--- src/rtl/reg_op_sequencer_if.sv ---
// Instruction handshake and register-bank bus of the op sequencer.
// master: instruction source and bank; slave: the sequencer.
interface reg_op_sequencer_if #(
    parameter int DATA_W = 8,
    parameter int NREGS  = 4
);
    logic                      instr_valid;
    logic [7:0]                instr;
    logic                      instr_ready;
    logic [NREGS*DATA_W-1:0]   reg_out_bus;
    logic [NREGS-1:0]          reg_rd_en;
    logic [NREGS-1:0]          reg_wr_en;
    logic [DATA_W-1:0]         reg_in;
    logic                      done;
    logic                      zero_flag;
    logic                      carry_flag;
    logic                      illegal;

    modport master (
        output instr_valid,
        output instr,
        output reg_out_bus,
        input  instr_ready,
        input  reg_rd_en,
        input  reg_wr_en,
        input  reg_in,
        input  done,
        input  zero_flag,
        input  carry_flag,
        input  illegal
    );

    modport slave (
        input  instr_valid,
        input  instr,
        input  reg_out_bus,
        output instr_ready,
        output reg_rd_en,
        output reg_wr_en,
        output reg_in,
        output done,
        output zero_flag,
        output carry_flag,
        output illegal
    );
endinterface

--- src/rtl/reg_op_sequencer.sv ---
// Register-bank ALU sequencer: IDLE -> READ -> EXEC -> WRITE, or IDLE -> FIN.
// Every output is a flop loaded from the next-state logic.
module reg_op_sequencer #(
    parameter int DATA_W = 8,
    parameter int NREGS  = 4
) (
    input logic              reg_clk,
    input logic              reg_rst,
    reg_op_sequencer_if.slave bus
);

    typedef enum logic [2:0] {
        S_IDLE,
        S_READ,
        S_EXEC,
        S_WRITE,
        S_FIN
    } state_t;

    localparam logic [3:0] OP_ADD = 4'd1;
    localparam logic [3:0] OP_SUB = 4'd2;
    localparam logic [3:0] OP_AND = 4'd3;
    localparam logic [3:0] OP_NOT = 4'd4;
    localparam logic [3:0] OP_MOV = 4'd5;

    function automatic logic [NREGS-1:0] f_onehot(input logic [1:0] idx);
        logic [NREGS-1:0] v;
        v      = '0;
        v[idx] = 1'b1;
        return v;
    endfunction

    function automatic logic [DATA_W-1:0] f_slice(
        input logic [NREGS*DATA_W-1:0] v,
        input logic [1:0]              idx
    );
        return v[idx*DATA_W +: DATA_W];
    endfunction

    state_t             r_state;
    logic [7:0]         r_instr;
    logic [DATA_W-1:0]  r_a;
    logic [DATA_W-1:0]  r_b;
    logic [NREGS-1:0]   r_rd_en;
    logic [NREGS-1:0]   r_wr_en;
    logic [DATA_W-1:0]  r_reg_in;
    logic               r_done;
    logic               r_illegal;
    logic               r_zero;
    logic               r_carry;
    logic               r_ready;

    state_t             w_state_nxt;
    logic [7:0]         w_instr;
    logic [DATA_W-1:0]  w_a;
    logic [DATA_W-1:0]  w_b;
    logic [NREGS-1:0]   w_rd_en;
    logic [NREGS-1:0]   w_wr_en;
    logic [DATA_W-1:0]  w_reg_in;
    logic               w_done;
    logic               w_illegal;
    logic               w_zero;
    logic               w_carry;
    logic               w_ready;

    logic [3:0]         w_in_op;
    logic               w_in_alu;
    logic [DATA_W:0]    w_sum;
    logic [DATA_W:0]    w_diff;
    logic [DATA_W-1:0]  w_res;
    logic               w_cout;

    assign w_in_op  = bus.instr[7:4];
    assign w_in_alu = (w_in_op >= OP_ADD) && (w_in_op <= OP_MOV);
    assign w_sum    = {1'b0, r_a} + {1'b0, r_b};
    assign w_diff   = {1'b0, r_a} - {1'b0, r_b};

    // ALU on the captured operands; the borrow of A-B is A<B
    always_comb begin
        w_res  = r_b;
        w_cout = 1'b0;
        case (r_instr[7:4])
            OP_ADD: begin
                w_res  = w_sum[DATA_W-1:0];
                w_cout = w_sum[DATA_W];
            end
            OP_SUB: begin
                w_res  = w_diff[DATA_W-1:0];
                w_cout = w_diff[DATA_W];
            end
            OP_AND: w_res = r_a & r_b;
            OP_NOT: w_res = ~r_b;
            default: w_res = r_b;
        endcase
    end

    // Next state and next registered outputs
    always_comb begin
        w_state_nxt = r_state;
        w_instr     = r_instr;
        w_a         = r_a;
        w_b         = r_b;
        w_rd_en     = '0;
        w_wr_en     = '0;
        w_reg_in    = r_reg_in;
        w_done      = 1'b0;
        w_illegal   = 1'b0;
        w_zero      = r_zero;
        w_carry     = r_carry;
        w_ready     = 1'b0;
        case (r_state)
            S_IDLE: begin
                if (bus.instr_valid) begin
                    w_instr = bus.instr;
                    if (w_in_alu) begin
                        w_state_nxt = S_READ;
                        w_rd_en     = f_onehot(bus.instr[3:2])
                                    | f_onehot(bus.instr[1:0]);
                    end else begin
                        w_state_nxt = S_FIN;
                        w_done      = 1'b1;
                        w_illegal   = (w_in_op > OP_MOV);
                    end
                end else begin
                    w_ready = 1'b1;
                end
            end
            S_READ: begin
                w_a         = f_slice(bus.reg_out_bus, r_instr[1:0]);
                w_b         = f_slice(bus.reg_out_bus, r_instr[3:2]);
                w_state_nxt = S_EXEC;
            end
            S_EXEC: begin
                w_reg_in    = w_res;
                w_wr_en     = f_onehot(r_instr[1:0]);
                w_done      = 1'b1;
                w_zero      = (w_res == '0);
                w_carry     = w_cout;
                w_state_nxt = S_WRITE;
            end
            S_WRITE: begin
                w_ready     = 1'b1;
                w_state_nxt = S_IDLE;
            end
            S_FIN: begin
                w_ready     = 1'b1;
                w_state_nxt = S_IDLE;
            end
            default: begin
                w_ready     = 1'b1;
                w_state_nxt = S_IDLE;
            end
        endcase
    end

    // State and output registers; reset wins over any accept
    always_ff @(posedge reg_clk) begin
        if (reg_rst) begin
            r_state   <= S_IDLE;
            r_instr   <= '0;
            r_a       <= '0;
            r_b       <= '0;
            r_rd_en   <= '0;
            r_wr_en   <= '0;
            r_reg_in  <= '0;
            r_done    <= 1'b0;
            r_illegal <= 1'b0;
            r_zero    <= 1'b0;
            r_carry   <= 1'b0;
            r_ready   <= 1'b1;
        end else begin
            r_state   <= w_state_nxt;
            r_instr   <= w_instr;
            r_a       <= w_a;
            r_b       <= w_b;
            r_rd_en   <= w_rd_en;
            r_wr_en   <= w_wr_en;
            r_reg_in  <= w_reg_in;
            r_done    <= w_done;
            r_illegal <= w_illegal;
            r_zero    <= w_zero;
            r_carry   <= w_carry;
            r_ready   <= w_ready;
        end
    end

    assign bus.instr_ready = r_ready;
    assign bus.reg_rd_en   = r_rd_en;
    assign bus.reg_wr_en   = r_wr_en;
    assign bus.reg_in      = r_reg_in;
    assign bus.done        = r_done;
    assign bus.illegal     = r_illegal;
    assign bus.zero_flag   = r_zero;
    assign bus.carry_flag  = r_carry;

endmodule

--- src/flat_wrapper.sv ---
// flat-port wrapper written by rule: the top's interface ports become plain ports
module reg_op_sequencer_flat 
#(
    parameter int DATA_W = 8,
    parameter int NREGS  = 4
)
  (reg_clk, reg_rst, bus_instr_valid, bus_instr, bus_reg_out_bus, bus_instr_ready, bus_reg_rd_en, bus_reg_wr_en, bus_reg_in, bus_done, bus_zero_flag, bus_carry_flag, bus_illegal);
  reg_op_sequencer_if #(.DATA_W(DATA_W), .NREGS(NREGS)) bus_i ();
  input logic reg_clk;
  input logic reg_rst;
  input wire logic [$bits(bus_i.instr_valid)-1:0] bus_instr_valid;
  input wire logic [$bits(bus_i.instr)-1:0] bus_instr;
  input wire logic [$bits(bus_i.reg_out_bus)-1:0] bus_reg_out_bus;
  output wire logic [$bits(bus_i.instr_ready)-1:0] bus_instr_ready;
  output wire logic [$bits(bus_i.reg_rd_en)-1:0] bus_reg_rd_en;
  output wire logic [$bits(bus_i.reg_wr_en)-1:0] bus_reg_wr_en;
  output wire logic [$bits(bus_i.reg_in)-1:0] bus_reg_in;
  output wire logic [$bits(bus_i.done)-1:0] bus_done;
  output wire logic [$bits(bus_i.zero_flag)-1:0] bus_zero_flag;
  output wire logic [$bits(bus_i.carry_flag)-1:0] bus_carry_flag;
  output wire logic [$bits(bus_i.illegal)-1:0] bus_illegal;
  assign bus_i.instr_valid = bus_instr_valid;
  assign bus_i.instr = bus_instr;
  assign bus_i.reg_out_bus = bus_reg_out_bus;
  assign bus_instr_ready = bus_i.instr_ready;
  assign bus_reg_rd_en = bus_i.reg_rd_en;
  assign bus_reg_wr_en = bus_i.reg_wr_en;
  assign bus_reg_in = bus_i.reg_in;
  assign bus_done = bus_i.done;
  assign bus_zero_flag = bus_i.zero_flag;
  assign bus_carry_flag = bus_i.carry_flag;
  assign bus_illegal = bus_i.illegal;
  reg_op_sequencer #(.DATA_W(DATA_W), .NREGS(NREGS)) u_core (.reg_clk(reg_clk), .reg_rst(reg_rst), .bus(bus_i));
endmodule
--- config.mk ---
export PLATFORM = sky130hd
export DESIGN_NAME = reg_op_sequencer_flat
export DESIGN_NICKNAME = d
export VERILOG_FILES = /design/src/rtl/reg_op_sequencer_if.sv /design/src/rtl/reg_op_sequencer.sv /design/src/flat_wrapper.sv
export SDC_FILE = /design/constraint.sdc
export NUM_CORES = 1
export LEC_CHECK = 0
export CAP_MARGIN = 20
export CORE_MARGIN = 8
export CORE_UTILIZATION = 40
export CTS_BUF_LIST = sky130_fd_sc_hd__clkbuf_4
export CTS_CLUSTER_DIAMETER = 200
export DETAILED_ROUTE_END_ITERATION = 7
export PLACE_DENSITY = 0.73
export SYNTH_ARGS = -nofsm -noshare
export SYNTH_HDL_FRONTEND = slang
export SYNTH_SLANG_ARGS = --single-unit
--- constraint.sdc ---
create_clock -name reg_clk -period 5.8 [get_ports reg_clk]
set_clock_uncertainty 0.05 [all_clocks]
set_input_delay 0.87 -clock reg_clk [delete_from_list [all_inputs] [get_ports reg_clk]]
set_output_delay 0.87 -clock reg_clk [all_outputs]
set_load 0.005 [all_outputs]
==> out/results.txt <==
DP Area: 0.00386 mm2
I/O pin cnt: 64
met3 routed WL: 476 um
Post-Synthesis Cell Area: 0.00320 mm2
Reg clk slew, reported paths: 150 ps
clock sinks: 48
Buffers & Inverters on Critical Path: 1
setup violators final: 0
post-route setup TNS: 0 ps
Final ANT Viol Nets: 0
syn nets: 439
DR vias/cell: 5.53
Final nets: 486
CP Max Fanout: 6
first-pass GRT wire length: 14100 um
met2 routed wirelength: 3730 um
DRT Pass-1 Iters: 4
All-Layer GR Usage: 15.0%
worst path cell trace: ha_1 -> inv_1 -> fa_1 -> o21bai_1 -> a221oi_1 -> o21ai_1 -> nor3b_1 -> o32ai_2 -> nand4b_1 -> o31ai_2
Most used DFF post-synth: dfxtp_1
# hold bufs at CTS: 0
Detailed Place HPWL: 6630 um
CTS buffer count: 5
Initial DRC Count: 122
Synth cell types: 65
WP data required: 6050 ps
yosys warns: 0
via count: 2912
# fillers: 722
Worst-Margin Slew: 692 ps
Die Y: 105 um
Die ar.: 0.0111 mm2
post-synthesis sequential area ratio: 30.0%
non-filler cells, final: 527
Tot Pwr: 738 uW
Async SR Flop Fraction: 0%
Critical Path Start Type: flop
footprint of the multi-input gates: 0.00208 mm2
cts repair resizes: 0
P_leak: 1.33 nW
hold_ws: 416 ps
worst min path class: reg -> reg
drt wl/cell: 15.7 um
max-cap violations: 0
Net Sw Frac: 31.8%
Ant. Diodes: 0
flops & latches, synth: 48
area delta synth->final: 22.2%
slowest stage delay, CP: 470 ps
Post-Syn Instances: 377
Setup WS post-layout: 3160 ps
number of flops mapped to enable cells by yosys: 0
grt ovf: 0
max layer used: met4
power share of the clock group: 20.5%
pin count of the biggest net entering global routing: 46
clk buf depth: 2
Final Cell Area: 0.00391 mm2
initial antenna violation count: 0
CTS tree: done
Worst setup EP type: flop
share of power burned in registers: 50.8%
final period utilization: 45.6%
CP delay by family, top: compound AO/OA/AOI/OAI gates
RSZ-0062 raised after global routing: no
power share of the combinational group: 28.7%
share of layout cells above drive strength 1: 8.94%
Crit path arrival time: 2890 ps
leading area contributor after synthesis: dfxtp_1
most instantiated cells after synthesis: 72 x nand2_1, 52 x a21oi_1, 48 x dfxtp_1
slowest stage cell on the critical path: dfxtp_1
register area: 961 um2
min Tclk post-route: 2640 ps
final hold vios: 0
worst setup path category: reg -> reg
Max H-tree Level: 2
Synth area leaders: dfxtp_1 30%, mux4_2 11%, nand2_1 8.4%
wire length on met1: 3870 um
final core utilization: 50.6%
Core Footprint: 0.00773 mm2
Port Buf Inserts: 63
fin. max-slew vios: 0
pwr/cell area: 188 mW/mm2
Max-slew headroom: 53.7%
f_max: 378 MHz
pre-CTS WS: 3170 ps
vias in the first global route: 3045
die extent in x: 105 um
outcome: completed
Worst VDD drop: 105 uV
Residual DRC: 0
top cell type's share of synthesized area: 30.0%
Clock Tree Root: clkbuf_4
cell-internal power: 503 uW
final wirelength: 8290 um
Rows: 32
most numerous cell in the Yosys netlist: nand2_1
Initial Util: 41.5%
net switching power: 235 uW
gpl congestion: 0.907
DP Cell Count: 519
Post-CTS Repair Setup Buffers: 0
Mapped Avg Cell Area: 8.50 um2
Worst-Skew Late Latency: 360 ps
[worst register-to-register path, cell delays in order, from the launching register on]
cell	delay, ps
dfxtp_1	470
ha_1	250
inv_1	70
fa_1	410
o21bai_1	240
a221oi_1	140
o21ai_1	180
nor3b_1	250
o32ai_2	130
nand4b_1	200
o31ai_2	220
[placed cells by master, fill, tap and decap left out, types with 3 or more instances in the layout]
master	netlist	final
inv_1	14	14
nand2_1	72	72
mux4_2	16	16
a21oi_1	52	52
nand2b_1	6	6
a22oi_1	3	3
clkbuf_4	0	5
o211ai_1	4	4
xnor2_1	5	5
nor3_1	9	9
ha_1	17	17
and2_1	3	3
o21ai_0	7	7
nor2_1	22	22
a211oi_1	3	3
nand3_1	6	6
o21bai_1	6	6
nor2b_1	4	4
clkdlybuf4s50_1	0	63
dfxtp_1	48	48
[sequential cells by signal, summed over array words and instances, names as in the netlist]
register and flops:
u_core.bus.carry_flag 1, u_core.bus.done 1, u_core.bus.illegal 1, u_core.bus.instr_ready 1, u_core.bus.reg_in 8, u_core.bus.reg_rd_en 4
u_core.bus.reg_wr_en 4, u_core.bus.zero_flag 1, u_core.r_a 8, u_core.r_b 8, u_core.r_instr 8, u_core.r_state 3
[area by class of cell]
class | instances | share of cell area (%)
Inverter | 14 | 1.34
Clock inverter | 3 | 0.480
Clock buffer | 5 | 0.959
Timing Repair Buffer | 64 | 16.3
Multi-Input combinational cell | 291 | 53.1
Sequential cell | 48 | 24.6
Tap cell | 102 | 3.26
[per-layer routing]
| metal | global-route usage, % | vias up |
|---|---|---|
| met3 | 4.02 | 20 |
| met5 | 0 | - |
| met2 | 23.9 | 84 |
| met1 | 18.8 | 1355 |
| li1 | - | 1453 |
| met4 | 5.50 | 0 |
[power by group through the flow]
stage	combinational (mW)	clock, mW	sequential (mW)
after global placement	0.209	0	0.381
after CTS	0.212	0.154	0.375
final	0.212	0.151	0.375
after floorplan	0.157	0	0.363
after global routing	0.234	0.169	0.378
after detailed placement	0.211	0	0.382
[path summary, 6_finish.rpt]
kind / from / to / slack [ps] / cells past startpoint
hold reg to reg: u_core.bus.reg_in[4] / u_core.bus.reg_in[4] / 420 / 2
hold / removal: u_core.bus.reg_in[4] / u_core.bus.reg_in[4] / 420 / 2
setup reg to reg: u_core.r_b[0] / u_core.bus.zero_flag / 3160 / 10
setup / recovery: u_core.r_b[0] / u_core.bus.zero_flag / 3160 / 10
[kinds of logic after synthesis]
group | count (synthesis) | synth area share, %
adder cells (fa/ha/maj) | 19 | 7.89
AND/OR/NAND/NOR | 145 | 22.4
multiplexers | 16 | 11.3
buffers and inverters | 38 | 5.12
XOR/XNOR | 5 | 1.37
AO/OA/AOI/OAI | 106 | 22.0
flip-flops | 48 | 30.0
(Power assumes the default switching activity.)
